**config.mk**
```make
export PLATFORM = sky130hd
export DESIGN_NAME = data_output
export DESIGN_NICKNAME = d
export VERILOG_FILES = /design/src/rtl/data_output.sv
export SDC_FILE = /design/constraint.sdc
export NUM_CORES = 1
export LEC_CHECK = 0
export ABC_AREA = 1
export CORE_AREA = 8 8 120 177
export CTS_BUF_LIST = sky130_fd_sc_hd__clkbuf_16
export DETAILED_ROUTE_END_ITERATION = 10
export DIE_AREA = 0 0 128 185
export GPL_ROUTABILITY_DRIVEN = 0
export PLACE_DENSITY = 0.71
export SYNTH_ARGS = -nofsm -noshare
export SYNTH_HDL_FRONTEND = slang
export SYNTH_SLANG_ARGS = --single-unit
```
**constraint.sdc**
```tcl
create_clock -name clk -period 4.7 [get_ports clk]
set_input_delay 1.175 -clock clk [delete_from_list [all_inputs] [get_ports clk]]
set_output_delay 1.175 -clock clk [all_outputs]
set_load 0.02 [all_outputs]
```
**src/rtl/data_output.sv**
```systemverilog
// data_output: serial audio transmitter. FIFO-buffered 24-bit samples are shifted out MSB-first on bclk/lrclk/serial.
// Build option DATA_OUTPUT_REPEAT_EN: an underrun slot repeats the last popped word instead of sending silence.
module data_output #(
   parameter int DEPTH    = 8,
   parameter int BCLK_DIV = 4
) (
   input  logic        clk,
   input  logic        rst,
   input  logic        enable,
   input  logic [23:0] data,
   input  logic        load,
   output logic        full,
   output logic        rpi_interrupt,
   output logic        underrun,
   output logic        bclk,
   output logic        lrclk,
   output logic        serial
);

   localparam int AW = $clog2(DEPTH);
   localparam int PW = AW + 1;
   localparam int DW = (BCLK_DIV > 1) ? $clog2(BCLK_DIV) : 1;

   localparam logic [PW-1:0] DEPTH_L  = PW'(DEPTH);
   localparam logic [PW-1:0] HALF_L   = PW'(DEPTH / 2);
   localparam logic [PW-1:0] PTR_ONE  = PW'(1);
   localparam logic [DW-1:0] DIV_LAST = DW'(BCLK_DIV - 1);
   localparam logic [DW-1:0] DIV_ONE  = DW'(1);

   logic [23:0]   mem_r [DEPTH];
   logic [PW-1:0] wr_ptr_r;
   logic [PW-1:0] rd_ptr_r;
   logic [DW-1:0] div_cnt_r;
   logic [4:0]    bit_cnt_r;
   logic [23:0]   shift_r;
   logic          bclk_r;
   logic          lrclk_r;
   logic          serial_r;
   logic          rpi_r;
   logic          underrun_r;

   logic [PW-1:0] level_s;
   logic          full_s;
   logic          empty_s;
   logic          tick_s;
   logic          fall_s;
   logic          slot_start_s;
   logic          wr_en_s;
   logic          rd_en_s;
   logic [23:0]   head_s;
   logic [23:0]   under_val_s;
   logic [23:0]   slot_word_s;

   assign level_s      = wr_ptr_r - rd_ptr_r;
   assign full_s       = (level_s == DEPTH_L);
   assign empty_s      = (level_s == {PW{1'b0}});
   assign tick_s       = enable && (div_cnt_r == DIV_LAST);
   assign fall_s       = tick_s && bclk_r;
   assign slot_start_s = fall_s && (bit_cnt_r == 5'd0);
   assign wr_en_s      = load && !full_s;
   assign rd_en_s      = slot_start_s && !empty_s;
   assign head_s       = mem_r[rd_ptr_r[AW-1:0]];
   assign slot_word_s  = empty_s ? under_val_s : head_s;

`ifdef DATA_OUTPUT_REPEAT_EN
   logic [23:0] last_word_r;

   // Remember the most recently popped word for underrun repeat.
   always_ff @(posedge clk) begin
      if (rst) begin
         last_word_r <= 24'h000000;
      end else if (rd_en_s) begin
         last_word_r <= head_s;
      end
   end

   assign under_val_s = last_word_r;
`else
   assign under_val_s = 24'h000000;
`endif

   // FIFO storage; contents need no reset because the pointers define validity.
   always_ff @(posedge clk) begin
      if (wr_en_s) begin
         mem_r[wr_ptr_r[AW-1:0]] <= data;
      end
   end

   // FIFO pointers; reset empties the FIFO.
   always_ff @(posedge clk) begin
      if (rst) begin
         wr_ptr_r <= {PW{1'b0}};
         rd_ptr_r <= {PW{1'b0}};
      end else begin
         if (wr_en_s) begin
            wr_ptr_r <= wr_ptr_r + PTR_ONE;
         end
         if (rd_en_s) begin
            rd_ptr_r <= rd_ptr_r + PTR_ONE;
         end
      end
   end

   // Bit-clock divider, shifter and word select; everything serial idles at 0 while halted.
   always_ff @(posedge clk) begin
      if (rst || !enable) begin
         div_cnt_r  <= {DW{1'b0}};
         bclk_r     <= 1'b0;
         lrclk_r    <= 1'b0;
         serial_r   <= 1'b0;
         bit_cnt_r  <= 5'd0;
         shift_r    <= 24'h000000;
         underrun_r <= 1'b0;
      end else begin
         div_cnt_r <= (div_cnt_r == DIV_LAST) ? {DW{1'b0}} : div_cnt_r + DIV_ONE;
         if (tick_s) begin
            bclk_r <= ~bclk_r;
         end
         if (slot_start_s) begin
            serial_r  <= slot_word_s[23];
            shift_r   <= {slot_word_s[22:0], 1'b0};
            bit_cnt_r <= 5'd1;
            if (empty_s) begin
               underrun_r <= 1'b1;
            end
         end else if (fall_s) begin
            serial_r <= shift_r[23];
            shift_r  <= {shift_r[22:0], 1'b0};
            // The LSB goes out together with the next channel's word select.
            if (bit_cnt_r == 5'd23) begin
               bit_cnt_r <= 5'd0;
               lrclk_r   <= ~lrclk_r;
            end else begin
               bit_cnt_r <= bit_cnt_r + 5'd1;
            end
         end
      end
   end

   // Refill request from the level at the start of the cycle.
   always_ff @(posedge clk) begin
      if (rst) begin
         rpi_r <= 1'b0;
      end else begin
         rpi_r <= enable && (level_s <= HALF_L);
      end
   end

   assign full          = full_s;
   assign rpi_interrupt = rpi_r;
   assign underrun      = underrun_r;
   assign bclk          = bclk_r;
   assign lrclk         = lrclk_r;
   assign serial        = serial_r;

endmodule

```
==> Yosys cells after proc, flatten, opt, wreduce, memory -nomap -nowiden <==
Memory sizes are Yosys's and may differ from the RTL's. A register that Yosys moved wholly into a read port is not among the register bits.
Index checks and enable logic that the tools add are counted.
{ "totals": {"ram_bits": 192, "elab_cells": 53, "out_inout_bits": 6, "mem_bits_ro": 0, "in_bits": 28, "n_memories": 1, "latchBits": 0, "register_bits": 43} }
{ "mem_list": {"columns": ["memory", "words", "word_bits", "rd", "rd_ports_with_merged_regs", "write_ports", "line_no", "rtl"], "rows": [
  ["mem_r", 8, 24, 1, 1, 1, "30", "logic [23:0] mem_r [DEPTH];"]
]} }
{ "op_classes": {"addsub": 5, "n_reduce_logical": 17, "eq_ne": 3, "magnitude_cmp": 1, "div_mod_pow": 0, "mul": 0, "muxes": 12, "n_bitwise": 3, "n_shift": 0} }
{ "op_table": {"columns": ["op", "count"], "rows": [
  ["$mux 24", 3],
  ["$add 4x1->4 const B", 2],
  ["$logic_and 1x1->1", 6],
  ["$mux 1", 6],
  ["$mux 3", 2],
  ["$add 5x1->5 const B", 1],
  ["$eq 5x5->1 const B", 1],
  ["$logic_not 5->1", 1],
  ["$mux 5", 1],
  ["$eq 4x4->1 const B", 1],
  ["$le 4x3->1 const B", 1],
  ["$logic_not 4->1", 1],
  ["$reduce_or 2->1", 2],
  ["$sub 4x4->4", 1],
  ["$logic_not 1->1", 3],
  ["$not 1->1", 3],
  ["$reduce_and 3->1", 1],
  ["$add 2x1->2 const B", 1],
  ["$eq 2x2->1 const B", 1],
  ["$reduce_and 2->1", 1],
  ["$reduce_bool 2->1", 1],
  ["$logic_or 1x1->1", 1]
]} }

==> Logic depth before layout (Yosys ltp) <==
{ "logic_depth": {"word_depth": 7, "depth_mapped": 14, "mapped_depth_nobuf": 13} }

==> Worst setup path before layout <==
OpenSTA, ideal clock, no wires.
{ "synth_path": {"path_type": "reg-to-reg", "start": "register rd_ptr_r[2]", "end": "memory mem_r[6][0] (enable)", "setup_time_ns": 0.435, "arrival_ns": 3.044, "slack_ns": 1.220, "path_stages_with_launch": 9, "path_buffers": 0, "synth_period_minus_slack_ns": 3.480, "required_time_ns": 4.265, "path_cell_list": "dfxtp_1 inv_1 ha_1 or2_4 nand3_1 nand2_1 nand2_2 nand3_1 nor3_1"} }
{ "synth_via": {"elab_chain_cells": 6} }
{ "synth_rtl": {"columns": ["item", "line_no", "rtl"], "rows": [
  ["start: declaration", "32", "logic [PW-1:0] rd_ptr_r;"],
  ["start signal: assignment", "93", "rd_ptr_r <= {PW{1'b0}};"],
  ["start signal: assignment", "99", "rd_ptr_r <= rd_ptr_r + PTR_ONE;"],
  ["$sub 4x4->4", "54", "assign level_s = wr_ptr_r - rd_ptr_r;"],
  ["$eq 4x4->1", "55", "assign full_s = (level_s == DEPTH_L);"],
  ["$logic_not 1->1", "60", "assign wr_en_s = load && !full_s;"],
  ["$logic_and 1x1->1", "60", null],
  ["$mux 1", "84", "if (wr_en_s) begin"],
  ["$mux 1 (implied by the code)", "85", "mem_r[wr_ptr_r[AW-1:0]] <= data;"],
  ["end: declaration", "30", null]
]} }
No other way between the ends.

==> Final worst setup path <==
{ "layout_path": {"start": "register rd_ptr_r[1]", "end": "output port full"} }
{ "layout_via": {"elab_chain_cells": 2} }
{ "layout_rtl": {"columns": ["item", "line_no", "rtl"], "rows": [
  ["$sub 4x4->4", "54", null],
  ["$eq 4x4->1", "55", null],
  ["end: declaration", "12", "output logic full,"]
]} }
No other way between the ends.

==> impl_table.tex <==
\begin{tabular}{lr}
\hline
Metric & Value \\
\hline
\multicolumn{2}{l}{\textbf{Cells and area}} \\
Net count of the finished layout & approximately 1.0k \\
Layout overhead on the synthesized area & 12.35\% \\
Fraction of the core area covered by cells at the end of the flow & approximately three fifths \\
Summed area of non-filler cells in the final layout & 0.01129 mm2 \\
Proportion of layout cells with a drive suffix above 1 & 9.237\% \\
Number of antenna diodes & 0 \\
\multicolumn{2}{l}{\textbf{Critical path}} \\
Data required time at the worst endpoint & 3.52 ns \\
Crit path launch type & register \\
Source of the worst register-to-register timing path & rd\_ptr\_r[1] \\
FF-to-FF setup slack & between 1.5 and 2 ns \\
Maximum net fanout on the critical path & 7 \\
Data arrival time of the worst path & $\sim$2.6 ns \\
Launch point of the critical path & rd\_ptr\_r[1] \\
Terminus of the critical flop-to-flop path & mem\_r[0][11] \\
Worst setup EP type & primary output \\
WS Path Type & reg2out \\
Depth of the most critical reg-to-reg path & 11 \\
Endpoint of the most critical setup path & full \\
\multicolumn{2}{l}{\textbf{Clocking}} \\
CTS hold repair buffers & 0 \\
Setup Fix Bufs, Post-CTS & 0 \\
H-tree Lvls & 1 \\
TritonCTS Sinks & 238 \\
Clock slew at the register clock pins of the worst setup and hold paths & 0.06 ns \\
Total clock buffers created by CTS & 23 \\
Quantity of gates resized following cts & 0 \\
Maximum clock insertion buffer count & 3 \\
TritonCTS clock tree & done \\
Clock network latency to the later pin of the worst-skew pair & 0.51 ns \\
Root Buffer Master & sky130\_fd\_sc\_hd\_\_clkbuf\_16 \\
\multicolumn{2}{l}{\textbf{Power and ir drop}} \\
Pwr Density & $\sim$390 mW/mm2 \\
Leakage dissipation & 4.291 nW \\
Maximum ir drop on the vdd rail & 0.0003013 V \\
\multicolumn{2}{l}{\textbf{Timing}} \\
Max-slew violation count & 0 \\
Measured slew at the worst slew-check pin & 1.043 ns \\
Worst clock skew on the final layout & 0.01725 ns \\
Minimum period implied by the final worst setup slack & around 3.8 ns \\
RSZ-0062 raised after global routing & no \\
Slew margin rel. & 30.50\% \\
Setup-failing EPs final & 0 \\
Count of final hold-check violations & 0 \\
Maximum clock frequency & 0.2661 GHz \\
TNS Setup & 0 ns \\
Post-route fraction of the period consumed by the critical path & between 70\% and 80\% \\
\multicolumn{2}{l}{\textbf{Floorplanning}} \\
Area of the die & 0.02368 mm2 \\
Core Rows & slightly above 60 \\
Area of the core & 0.01877 mm2 \\
Number of I/O pins & 34 \\
Die Ht & 185 um \\
Initial cell density of the core & 53.53\% \\
Die Wd & 128 um \\
\multicolumn{2}{l}{\textbf{Global route}} \\
Aggregate global-route resource usage & a little under a fifth \\
Via count of the first global-routing pass & 6493 \\
Largest net degree at the start of global routing & 97 \\
Congestion Overflow GR & 0 \\
Initial antenna violation count & 0 \\
Wire length of the first global-routing pass & 33.60 mm \\
\multicolumn{2}{l}{\textbf{Worst hold path}} \\
Class of the tightest hold or removal check & reg2reg \\
\multicolumn{2}{l}{\textbf{Logic synthesis}} \\
Area of the mapped netlist & 0.01005 mm2 \\
Number of synthesized register bits & 238 \\
Number of standard cells after synthesis & 961 \\
Most frequent cell after synthesis & sky130\_fd\_sc\_hd\_\_nand2\_1 \\
Commonest cells in the netlist & sky130\_fd\_sc\_hd\_\_nand2\_1, sky130\_fd\_sc\_hd\_\_edfxtp\_1, sky130\_fd\_sc\_hd\_\_nand3\_1 \\
Synth unique cells & 33 \\
Yosys top cell area share & 57.37\% \\
Post-synthesis adder-cell area fraction & 0.9960\% \\
Dominant cells by area after synthesis & sky130\_fd\_sc\_hd\_\_edfxtp\_1, sky130\_fd\_sc\_hd\_\_nand2\_1, sky130\_fd\_sc\_hd\_\_dfxtp\_1 \\
Xor-xnor portion of the synthesized cell area & 0.5229\% \\
Combinational family with the most area after synthesis & simple AND/OR/NAND/NOR gates \\
Most area-hungry cell type in the Yosys netlist & sky130\_fd\_sc\_hd\_\_edfxtp\_1 \\
Synth Area in Compound Gates & 4.831\% \\
Simple-gate area share of the yosys netlist & 21.90\% \\
Most instantiated flip-flop cell in the synthesis netlist & sky130\_fd\_sc\_hd\_\_edfxtp\_1 \\
Fraction of the yosys area taken by sequential cells & roughly 67\% \\
Count of warnings emitted by yosys & 0 \\
Number of nets in the synthesized netlist & 997 \\
Async set or reset register ratio after synthesis & 0\% \\
Number of enable-type register cells in the synthesized netlist & between 150 and 200 \\
Synthesized area per cell & between 10 and 15 um2 \\
Multiplexer share of the synthesized area & 0\% \\
\multicolumn{2}{l}{\textbf{Routing}} \\
Average via count per standard cell & approximately 5.2 \\
Total vias in the final route & approximately 6.6k \\
ANT nets after route & 0 \\
1st-iter DRT viols & 602 \\
Detailed-route wire length & 20.94 mm \\
Wire length per cell after detailed routing & roughly 17 um \\
Number of optimization iterations in the first detailed-route pass & 5 \\
Final routed DRC violation total & 0 \\
\multicolumn{2}{l}{\textbf{Placed design}} \\
HPWL Detailed & 12.95 mm \\
IO buf count & 33 \\
Area after DPL & 0.01050 mm2 \\
\multicolumn{2}{l}{\textbf{Flow run}} \\
Max-cap violations & 0 \\
\multicolumn{2}{l}{\textbf{Run status}} \\
Run status & completed \\
\hline
\end{tabular}
-- cells by family (layout without fill, tap and decap cells) --
family                     after synthesis  after routing
AOI/OAI and AO/OA                       88             88
DFF                                    238            238
xor gates and xnor gates                 6              6
buffers and inverters                  107            142
adders and majority gates                8              8
and+or+nand+nor                        514            514
-- power breakdown --
| part | switching, W | internal (W) | total, W |
|---|---|---|---|
| Combinational | 0.000137 | 0.0000592 | 0.000197 |
| Clock | 0.000756 | 0.00116 | 0.00192 |
| Sequential | 0.0000114 | 0.00232 | 0.00233 |
-- how the worst min path moves through the flow --
stage                       from            to  slack (ns)  depth (start not counted)
floorplan           div_cnt_r[0]  div_cnt_r[0]        0.41                          1
global placement    div_cnt_r[0]  div_cnt_r[0]        0.42                          1
detailed placement  div_cnt_r[0]  div_cnt_r[0]        0.43                          1
CTS                 div_cnt_r[0]  div_cnt_r[0]        0.43                          1
global route        div_cnt_r[0]  div_cnt_r[0]        0.46                          1
finish              div_cnt_r[0]  div_cnt_r[0]        0.43                          1
-- per-stage QoR --
stage,hold slack (ns),std cells,setup WS (ns),power (W)
6_report,0.4277,1252,0.9426,0.004449
5_1_grt,0.4575,1252,0.7787,0.004590
4_1_cts,0.4348,1252,0.9222,0.004480
3_5_place_dp,0.4263,1210,1.338,0.002576
3_3_place_gp,0.4176,1210,1.363,0.002572
2_1_floorplan,0.4084,961,1.220,0.002497
-- layer usage --
layer / up-vias / routed length [um] / track usage, %
li1: 3284 / - / -
met2: 143 / 11130 / 32.87
met5: - / 0 / 0
met3: 44 / 913 / 2.277
met1: 3098 / 8208 / 21.07
met4: 0 / 696 / 7.880
-- registers in the layout, summed over array words and instances, names as in the netlist, named ones only --
name,flops
bclk,1
bit_cnt_r,5
div_cnt_r,2
lrclk,1
mem_r,192
rd_ptr_r,4
rpi_interrupt,1
serial,1
shift_r,23
underrun,1
wr_ptr_r,4
-- critical path, stage by stage, from the launching register on --
cell                              delay (ns)
sky130_fd_sc_hd__dfxtp_1                0.41
sky130_fd_sc_hd__inv_1                  0.08
sky130_fd_sc_hd__ha_1                   0.30
sky130_fd_sc_hd__nand2_1                0.12
sky130_fd_sc_hd__nand2_1                0.06
sky130_fd_sc_hd__nand2_1                0.05
sky130_fd_sc_hd__nand2_1                0.06
sky130_fd_sc_hd__nor2_1                 0.18
sky130_fd_sc_hd__nand2_2                0.15
sky130_fd_sc_hd__inv_1                  0.08
sky130_fd_sc_hd__clkdlybuf4s50_1        0.60
-- cell type report --
type | instances | area, um2
flip-flops and latches | 238 | 6689
inverters | 55 | 209.0
fillers | 1554 | 7482
clock buffers | 23 | 575.6
multi-input cells | 616 | 2864
well taps | 256 | 320.3
clock inverters | 19 | 212.7
repair buffers | 45 | 420.4
-- cells in the final DEF, fill, tap and decap left out, drive strengths merged, types with 2 or more instances in the layout --
master	Yosys	layout
nand2	344	344
edfxtp	192	192
nand3	137	137
a21oi	61	61
inv	43	50
dfxtp	46	46
clkdlybuf4s50	0	33
o21ai	24	24
clkbuf	12	23
nor2	23	23
clkinv	12	16
buf	40	12
ha	8	8
xor2	5	5
bufinv	0	5
nor3	5	5
clkinvlp	0	3
nor3b	2	2
a211oi	2	2
Power figures use the tool's default switching activity.
